File: config.mk
export PLATFORM = sky130hd
export DESIGN_NAME = rom_port_arbiter
export DESIGN_NICKNAME = d
export VERILOG_FILES = /design/src/rtl/rom_arb_pkg.sv /design/src/rtl/rom_arb_starve_cnt.sv /design/src/rtl/rom_port_arbiter.sv
export SDC_FILE = /design/constraint.sdc
export NUM_CORES = 1
export LEC_CHECK = 0
export CAP_MARGIN = 10
export CELL_PAD_IN_SITES_DETAIL_PLACEMENT = 2
export CELL_PAD_IN_SITES_GLOBAL_PLACEMENT = 2
export CORE_MARGIN = 5
export CORE_UTILIZATION = 25
export DETAILED_ROUTE_END_ITERATION = 8
export PLACE_DENSITY = 0.85
export SETUP_SLACK_MARGIN = 0.15
export SYNTH_ARGS = -nofsm -noshare
export SYNTH_HDL_FRONTEND = slang
export SYNTH_SLANG_ARGS = --single-unit
File: constraint.sdc
create_clock -name clk -period 4.3 [get_ports clk]
set_input_delay 0.86 -clock clk [delete_from_list [all_inputs] [get_ports clk]]
set_output_delay 0.86 -clock clk [all_outputs]
set_load 0.02 [all_outputs]
File: src/rtl/rom_arb_pkg.sv
// Shared types and helpers for the ROM read-port arbiter: response-owner state
// encoding, the error-response data value and the word-index helper.
package rom_arb_pkg;

  typedef enum logic [1:0] {
    ST_IDLE    = 2'd0,
    ST_RESP_IF = 2'd1,
    ST_RESP_D  = 2'd2
  } arb_state_e;

  localparam logic [63:0] ERR_RDATA = 64'd0;

  // Word index of a byte address, zero-extended so any WIDTH up to 64 fits.
  function automatic logic [63:0] word_idx(input logic [63:0] addr);
    return addr >> 2;
  endfunction

endpackage

File: src/rtl/rom_arb_starve_cnt.sv
// Saturating counter of consecutive fetch denials; sat_o marks that the
// fetch port must win the next contested grant.
module rom_arb_starve_cnt #(
  parameter  int unsigned STARVE_MAX = 4,
  localparam int unsigned CW         = $clog2(STARVE_MAX + 1)
) (
  input  logic          clk,
  input  logic          rst_n,
  input  logic          inc_i,
  input  logic          clr_i,
  output logic [CW-1:0] cnt_o,
  output logic          sat_o
);

  logic [CW-1:0] cnt_q, cnt_d;

  assign sat_o = (cnt_q == CW'(STARVE_MAX));
  assign cnt_o = cnt_q;

  // Clear has priority so a granted fetch always restarts the count.
  always_comb begin
    cnt_d = cnt_q;
    if (clr_i) begin
      cnt_d = '0;
    end else if (inc_i && !sat_o) begin
      cnt_d = cnt_q + CW'(1);
    end
  end

  always_ff @(posedge clk or negedge rst_n) begin
    if (!rst_n) begin
      cnt_q <= '0;
    end else begin
      cnt_q <= cnt_d;
    end
  end

endmodule

File: src/rtl/rom_port_arbiter.sv
// Shares the combinational instruction-ROM read port between fetch (IF) and
// data (D) reads: D has priority, a starvation guard keeps fetch moving.
module rom_port_arbiter
  import rom_arb_pkg::*;
#(
  parameter  int unsigned WIDTH      = 32,
  parameter  int unsigned LENGTH     = 32,
  parameter  int unsigned STARVE_MAX = 4,
  localparam int unsigned CW         = $clog2(STARVE_MAX + 1)
) (
  input  logic             clk,
  input  logic             rst_n,
  input  logic             if_req,
  input  logic [WIDTH-1:0] if_addr,
  output logic             if_gnt,
  output logic             if_rvalid,
  output logic [WIDTH-1:0] if_rdata,
  output logic             if_err,
  input  logic             d_req,
  input  logic [WIDTH-1:0] d_addr,
  output logic             d_gnt,
  output logic             d_rvalid,
  output logic [WIDTH-1:0] d_rdata,
  output logic             d_err,
  output logic [WIDTH-1:0] rom_addr,
  input  logic [WIDTH-1:0] rom_data,
  output arb_state_e       dbg_state_o,
  output logic [CW-1:0]    dbg_starve_cnt_o
);

  // Handshake: a requester raises req with a stable addr and holds both until
  // the combinational gnt; the registered rvalid follows exactly one cycle later.

  arb_state_e       state_q;
  logic [WIDTH-1:0] rom_addr_q;
  logic [WIDTH-1:0] if_rdata_q, d_rdata_q;
  logic             if_err_q, d_err_q;

  logic             starve_sat;
  logic             d_win, if_win, any_win;
  logic [WIDTH-1:0] sel_addr;
  logic             req_err;
  logic [WIDTH-1:0] resp_data;

  // Grants are suppressed while reset is asserted.
  assign d_win   = rst_n && d_req && !(if_req && starve_sat);
  assign if_win  = rst_n && if_req && !d_win;
  assign any_win = d_win || if_win;

  assign sel_addr  = d_win ? d_addr : if_addr;
  assign req_err   = (sel_addr[1:0] != 2'b00) ||
                     (word_idx(64'(sel_addr)) >= 64'(LENGTH));
  assign resp_data = req_err ? WIDTH'(ERR_RDATA) : rom_data;

  // Erroring requests never reach the ROM, so the address bus stays put.
  assign rom_addr = (any_win && !req_err) ? sel_addr : rom_addr_q;

  assign if_gnt    = if_win;
  assign d_gnt     = d_win;
  assign if_rvalid = (state_q == ST_RESP_IF);
  assign d_rvalid  = (state_q == ST_RESP_D);
  assign if_err    = if_rvalid && if_err_q;
  assign d_err     = d_rvalid && d_err_q;
  assign if_rdata  = if_rdata_q;
  assign d_rdata   = d_rdata_q;

  assign dbg_state_o = state_q;

  rom_arb_starve_cnt #(
    .STARVE_MAX (STARVE_MAX)
  ) u_starve_cnt (
    .clk    (clk),
    .rst_n  (rst_n),
    .inc_i  (if_req && !if_win),
    .clr_i  (if_win || !if_req),
    .cnt_o  (dbg_starve_cnt_o),
    .sat_o  (starve_sat)
  );

  always_ff @(posedge clk or negedge rst_n) begin
    if (!rst_n) begin
      state_q    <= ST_IDLE;
      rom_addr_q <= '0;
      if_rdata_q <= '0;
      d_rdata_q  <= '0;
      if_err_q   <= 1'b0;
      d_err_q    <= 1'b0;
    end else begin
      rom_addr_q <= rom_addr;
      if (d_win) begin
        state_q   <= ST_RESP_D;
        d_rdata_q <= resp_data;
        d_err_q   <= req_err;
      end else if (if_win) begin
        state_q    <= ST_RESP_IF;
        if_rdata_q <= resp_data;
        if_err_q   <= req_err;
      end else begin
        state_q <= ST_IDLE;
      end
    end
  end

endmodule

==> qor.csv <==
metric,value,unit
status,finished clean,
num ports,207,
starting density of the core,25.3,%
Syn Nets,384,
gr usage total,16.7,%
Tcrit/Tclk final,92.6,%
Max clock buf depth,2,
port bufs,206,
routed wire length,14900,µm
# diodes,0,
largest net degree at the start of global routing,60,
layout cells sized above 1,8.35,%
crit path max fanout,18,
Sink Count,103,
Synth Cell Area,3810,µm²
"most common cell after layout, fill and taps aside",clkdlybuf4s50_1,
vias in the first global route,3845,
Yosys warning count,0,
Avg WL per Cell,21.6,µm
HP Class,input port to asynchronous set/reset pin,
Synth-to-Final Area Change,70.5,%
# Max-Cap Violations,0,
Final Hold Viols,0,
Detailed Place HPWL,11100,µm
"commonest non-fill, non-tap cells in the layout","clkdlybuf4s50_1 (205), dfrtp_1 (103), a22o_1 (64), and2_1 (29), nand2_1 (19)",
RSZ-0062 raised after global routing,false,
nets@finish,600,
cell row count,45,
Slew Limit Fails,0,
post-placement cell area,6120,µm²
Pleak,2.92,nW
drt first pass iters,4,
full die area,17800,µm²
post-layout min period,3.98,ns
Worst-Margin Slew,0.762,ns
via/cell ratio,4.71,
Inst Count DP,669,
Num CTS Buffers,9,
initial antenna violation count,0,
DR vias,3256,
die width,134,µm
drc violations,0,
grt total ovfl,0,
Crit path required time,3.44,ns
CP endpoint kind,output pin,
Rel. slew slack,49.2,%
first-pass GRT wire length,23300,µm
Detail Route Antenna Nets,0,
Peak Freq,251,MHz
CTS tree,built,
GPL Wtd Cong,0.783,
CP startpoint kind,input port,
"Clk Latency, worst-skew pair",0.34,ns
fin area,6500,µm²
post-route insts no fill,691,
Netlist cell types,26,
Die Ht,134,µm
Crit Path Class,input port to output pin,
Cells after Synth,282,
H-tree depth,3,
syn_area_per_cell,13.5,µm²
Worst-path clk slew,0.06,ns
skew final,0.00907,ns
arrival time worst endpoint,3.12,ns
Core ar.,15100,µm²
starting DRC count in detailed routing,84,
Root Driver,clkbuf_16,
synthesized flop and latch total,103,
Final Setup Violations,0,
post-synthesis sequential area ratio,67.6,%
worst ir drop on vdd,0.139,mV
cell area power density,313,nW/µm²
CTS Hold Buffers Added,0,
## logic make-up (layout without fill, tap and decap cells)
family          after synthesis  in the layout  share of synthesized area [%]
simple gates                 81             82                           11.9
mux                           5              5                           1.77
flops                       103            103                           67.6
compound gates               69             69                           15.6
buf+inv                      22            242                           2.49
fa+ha+maj                     2              2                          0.656
## registers in the layout, summed over array words and instances, names as in the netlist
signal              flops
d_err_q                 1
rom_addr_q             32
dbg_state_o             2
if_rdata               32
if_err_q                1
d_rdata                32
u_starve_cnt.cnt_o      3
## path summary, 6_finish.rpt
kind                                       start        endpoint  slack, ns  cells past startpoint
min                                        rst_n     d_rdata[12]       0.34                      1
max in group asynchronous                  rst_n   rom_addr_q[5]       2.54                      3
max reg2reg                u_starve_cnt.cnt_o[0]    if_rdata[15]       2.03                      8
min reg2reg                       rom_addr_q[15]  rom_addr_q[15]       0.49                      1
min in group clk                  rom_addr_q[15]  rom_addr_q[15]       0.49                      1
max                                       if_req     rom_addr[3]       0.32                      9
## cell usage after synthesis
cell type | number | area, µm²
a21boi_0 | 1 | 7.51
a21oi_1 | 1 | 5.00
a22o_1 | 64 | 561
a31o_1 | 1 | 8.76
a32oi_1 | 1 | 8.76
and2_1 | 29 | 181
buf_2 | 4 | 20.0
buf_6 | 1 | 11.3
clkbuf_1 | 12 | 45.0
dfrtp_1 | 103 | 2580
ha_1 | 2 | 25.0
inv_1 | 5 | 18.8
mux2_2 | 2 | 22.5
mux2_4 | 3 | 45.0
nand2_1 | 19 | 71.3
nand2b_1 | 1 | 6.26
nand3_1 | 5 | 25.0
nand4_1 | 2 | 12.5
nor2_1 | 4 | 15.0
nor2_2 | 1 | 6.26
nor2b_1 | 3 | 18.8
nor3_1 | 3 | 15.0
nor3_2 | 1 | 10.0
nor3_4 | 1 | 16.3
nor4_1 | 12 | 75.1
o21ai_0 | 1 | 5.00
## routing by layer
layer / track usage (%) / wire (µm) / vias up
li1: - / - / 1454
met1: 19.2 / 5770 / 1676
met2: 30.2 / 7840 / 117
met3: 5.55 / 1150 / 9
met4: 3.94 / 147 / 0
met5: 0 / 0 / -
## power by group
part           total [mW]  internal [mW]  switching, mW
sequential          0.974          0.971        0.00312
clock               0.879          0.526          0.353
combinational       0.181          0.103         0.0782
## worst max-delay path, cell delays in order
cell and delay [ns]:
clkdlybuf4s50_1 0.54, nand3_1 0.14, nand3_2 0.14, buf_6 0.22, clkinvlp_4 0.21, nand2_1 0.12, nand2_1 0.07, mux2_2 0.28
clkdlybuf4s50_1 0.54
## layout make-up
| cell class | instances | area [µm²] |
|---|---|---|
| fill | 1539 | 8590 |
| clock inverter | 5 | 81.3 |
| inverter | 5 | 22.5 |
| clock buffer | 11 | 243 |
| multi-input combinational | 158 | 1170 |
| tap | 188 | 235 |
| sequential | 103 | 2580 |
| timing repair buffer | 221 | 2180 |
## through the flow
step | TNS, ns | util (%) | power (mW) | setup WS (ns) | hold slack [ns]
after floorplan | 0 | - | 1.02 | 1.27 | 0.458
after global placement | -1.41 | 40.5 | 1.17 | -0.124 | 0.466
after detailed placement | -6.04 | 40.5 | 1.18 | -0.263 | 0.471
after CTS | 0 | 42.9 | 2.07 | 0.161 | 0.327
after global routing | 0 | 43.1 | 2.13 | 0.162 | 0.332
final | 0 | 43.1 | 2.03 | 0.320 | 0.341
## timing repair
action                                  4_1_cts  5_1_grt
endpoints found under the setup margin       32       18
pin swaps                                     3        0
setup buffers                                 3        2
resized for setup                             1        3
gates cloned                                  1        0
No activity file was read; power rests on OpenSTA's default activity.
==> patch 1: new RTL, same flow settings <==
Make the reset (`rst_n`) synchronous in 2 clocked blocks.
--- a/src/rtl/rom_arb_starve_cnt.sv
+++ b/src/rtl/rom_arb_starve_cnt.sv
@@ -28,5 +28,5 @@
   end
 
-  always_ff @(posedge clk or negedge rst_n) begin
+  always_ff @(posedge clk) begin
     if (!rst_n) begin
       cnt_q <= '0;
--- a/src/rtl/rom_port_arbiter.sv
+++ b/src/rtl/rom_port_arbiter.sv
@@ -78,5 +78,5 @@
   );
 
-  always_ff @(posedge clk or negedge rst_n) begin
+  always_ff @(posedge clk) begin
     if (!rst_n) begin
       state_q    <= ST_IDLE;
Check against the original RTL: differs if rst_n is asserted again (counterexample within 4 cycles, from zero or initial values and one cycle with rst_n low); with rst_n held inactive, the same outputs for 10 cycles.
==> patch 1 against the original RTL <==
Routed wire length down 3.3%. Hold slack better by 0.14 ns. Sequential share of layout area down 6.6 points. Non-clock buffer count rose by 2. Total power down 5.7%. Utilization rose by 1.6 points. Global-route usage fell by 0.057 points. Critical path depth fell by 1. Cell area is 4.0% lower. Largest cell class is now buffers. Worst setup slack worse by 0.11 ns. Sequential cell count unchanged. Area after synthesis shrank 5.7%.
==> patch 1: results (changes against the original RTL) <==
Final nets 637 (+6.2%); Syn Nets 425 (+11%); DR iter-0 viols 82 (-2.4%); main area contributors after synthesis dfxtp_1, a22o_1, and2_1; Crit. Startpoint d_addr[1]; leakage 2.69 nW (-7.9%); crit-path max FO 9 (-9); routed len/inst 20.0 um (-7.2%); Reg-to-Reg Start u_starve_cnt.cnt_o[0]; Area after DPL 5910 um^2 (-3.5%); sequential-to-total area share from yosys stat 0.573 (-0.102); gr usage total 0.167 (-0.000570); post-detail-place hpwl 11000 um (-0.56%); Unique masters post-synth 29 (+12%); pre-CTS WS -0.182 ns (+0.0813 ns); Synth async-reset ratio 0 (-1.00); worst hold slack 0.478 ns (+0.137 ns); status complete, no violations; maximum vdd drop 134 uV (-3.7%); mean post-synth cell area 11.1 um^2 (-18%); WL final 14400 um (-3.3%); Post-synth top cells dfxtp_1, a22o_1, and2_1, and3_1, clkbuf_1; fmax 245 MHz (-2.6%); DRT met1 WL 5280 um (-8.4%); # placed instances 701 (+4.8%); routability cong. 0.720 (-8.0%); vias per cell 4.71 (about the same); type of the worst min-delay path reg -> reg; pin count of the biggest net entering global routing 44 (-27%); R2R Setup Slk 1.69 ns (-0.34 ns); Reg2Reg Depth 9 (+1); WL met2 7540 um (-3.7%); layout cells sized above 1 0.0944 (+0.0109); WL met3 1390 um (+21%)
[patch 1: changes by cell type after synthesis, moves of 2 or more]
| cell | change |
|---|---|
| and2_1 | +2 |
| mux2i_1 | +6 |
| nand2_1 | -8 |
| clkbuf_1 | +5 |
| mux2_1 | +3 |
| dfrtp_1 | -103 |
| and3_1 | +28 |
| mux2_2 | +5 |
| a21boi_1 | +2 |
| mux2_4 | -3 |
| dfxtp_1 | +103 |
[patch 1: metal layers]
metal  global-route usage  up-vias
met5                    0        -
met4               0.0477        0
met3               0.0524       14
met2                0.319      137
met1                0.174     1634
li1                     -     1605
[patch 1: report_power, final]
group	switching, W	internal, W	total, W	leakage, nW
combinational	0.0000599	0.0000993	0.000159	1.72
clock	0.000382	0.000418	0.000801	0.141
sequential	0.00000205	0.000956	0.000958	0.830
[patch 1: logic make-up (layout without fill, tap and decap cells)]
logic type,count (synthesis),in the layout,synth area share
flops,103,103,0.573
simple gates,101,101,0.167
mux,16,16,0.0480
fa+ha+maj,2,2,0.00696
compound gates,73,73,0.174
buf+inv,28,245,0.0310
[patch 1: worst paths after layout]
check	to
worst min-delay path	rom_addr_q[10]
worst min register to register	rom_addr_q[10]
worst max-delay path	rom_addr[22]
worst max register to register	if_rdata[27]
[patch 1: layout make-up]
| type | instances | area, um^2 |
|---|---|---|
| Sequential cell | 103 | 2060 |
| Timing Repair Buffer | 223 | 2170 |
| Tap cell | 180 | 225 |
| Clock inverter | 6 | 53.8 |
| Clock buffer | 10 | 239 |
| Inverter | 6 | 22.5 |
| Multi-Input combinational cell | 192 | 1480 |
| Fill cell | 1436 | 7740 |
[patch 1: repair_timing]
action / 4_1_cts / 5_1_grt
setup buffers: 2 / 1
endpoints found under the setup margin: 32 / 19
gates resized for setup: 29 / 6
pin swaps: 1 / 4
==> patch 2: new RTL, config.mk and constraints unchanged <==
Made on the original files. Change the parameter `LENGTH` from 32 to 24.
--- a/src/rtl/rom_port_arbiter.sv
+++ b/src/rtl/rom_port_arbiter.sv
@@ -5,5 +5,5 @@
 #(
   parameter  int unsigned WIDTH      = 32,
-  parameter  int unsigned LENGTH     = 32,
+  parameter  int unsigned LENGTH     = 24,
   parameter  int unsigned STARVE_MAX = 4,
   localparam int unsigned CW         = $clog2(STARVE_MAX + 1)
Behaviour: not the same (a bounded check fails within 4 cycles, from zero or initial values and one cycle with rst_n low).
==> patch 2 against the original RTL <==
Synthesized cell count decreased by 2.5%. Cell area is essentially flat. Worst setup slack got worse by 0.056 ns. Routed wire length is 2.1% higher. Sequential cell count is the same. Via count rose by 0.64%. Cell count fell by 1.2%. Area after synthesis is 0.59% higher. Total power down 5.3%. Clock power decreased by 13%. Sequential power about the same. Largest power group unchanged. Clock skew down 0.0026 ns.
==> patch 2: results (changes against the original RTL) <==
routability cong. 0.802 (+2.4%); arrival time worst endpoint 3.18 ns (+0.06 ns); Post-synth top cells dfrtp_1, a22o_1, and2_1, nor4_1, clkbuf_1; crit-path max FO 12 (-6); power per cell area 296 nW/um^2 (-5.4%); status complete, no violations; worst r2r dst d_rdata[21]; post-detail-place hpwl 11200 um (+0.62%); DR iter-0 viols 108 (+29%); Final period util 0.938 (+0.0129); worst hold slack 0.478 ns (+0.137 ns); WL final 15200 um (+2.1%); # placed instances 663 (-0.90%); Reg2Reg Depth 9 (+1); combinational power share 0.096 (+0.007); Area after DPL 6140 um^2 (+0.35%); Final nets 593 (-1.2%); leakage 3.00 nW (+2.7%); WL met3 1010 um (-13%); R2R Setup Slk 2.10 ns (+0.07 ns); GR Util met1 0.200 (+0.00808); sequential-to-total area share from yosys stat 0.672 (-0.00397); WL met2 7830 um (about the same); DRT met1 WL 6060 um (+5.1%); Critical Path End rom_addr[11]; cell count after synthesis 275 (-2.5%)
-- patch 2: critical path: stages --
cell	delay [ns]
clkdlybuf4s50_1	0.43
nor4_2	0.33
nand4_1	0.23
nor3_4	0.24
buf_4	0.17
a21oi_2	0.13
and2_1	0.21
clkdlybuf4s50_1	0.57
-- patch 2: cells by family (layout without fill, tap and decap cells) --
| family | count (synthesis) | in the layout | share of synthesized area |
|---|---|---|---|
| AOI/OAI and AO/OA | 69 | 70 | 0.155 |
| adders and majority gates | 2 | 2 | 0.00652 |
| buffers and inverters | 22 | 241 | 0.0254 |
| DFF | 103 | 103 | 0.672 |
| muxes | 10 | 10 | 0.0323 |
| and+or+nand+nor | 69 | 69 | 0.109 |
-- patch 2: final cells by class --
cell class,count,area (um^2)
Fill cell,1504,8640
Sequential cell,103,2580
Timing Repair Buffer,221,2190
Multi-Input combinational cell,151,1220
Tap cell,188,235
Clock buffer,9,225
Clock inverter,6,43.8
Inverter,5,18.8
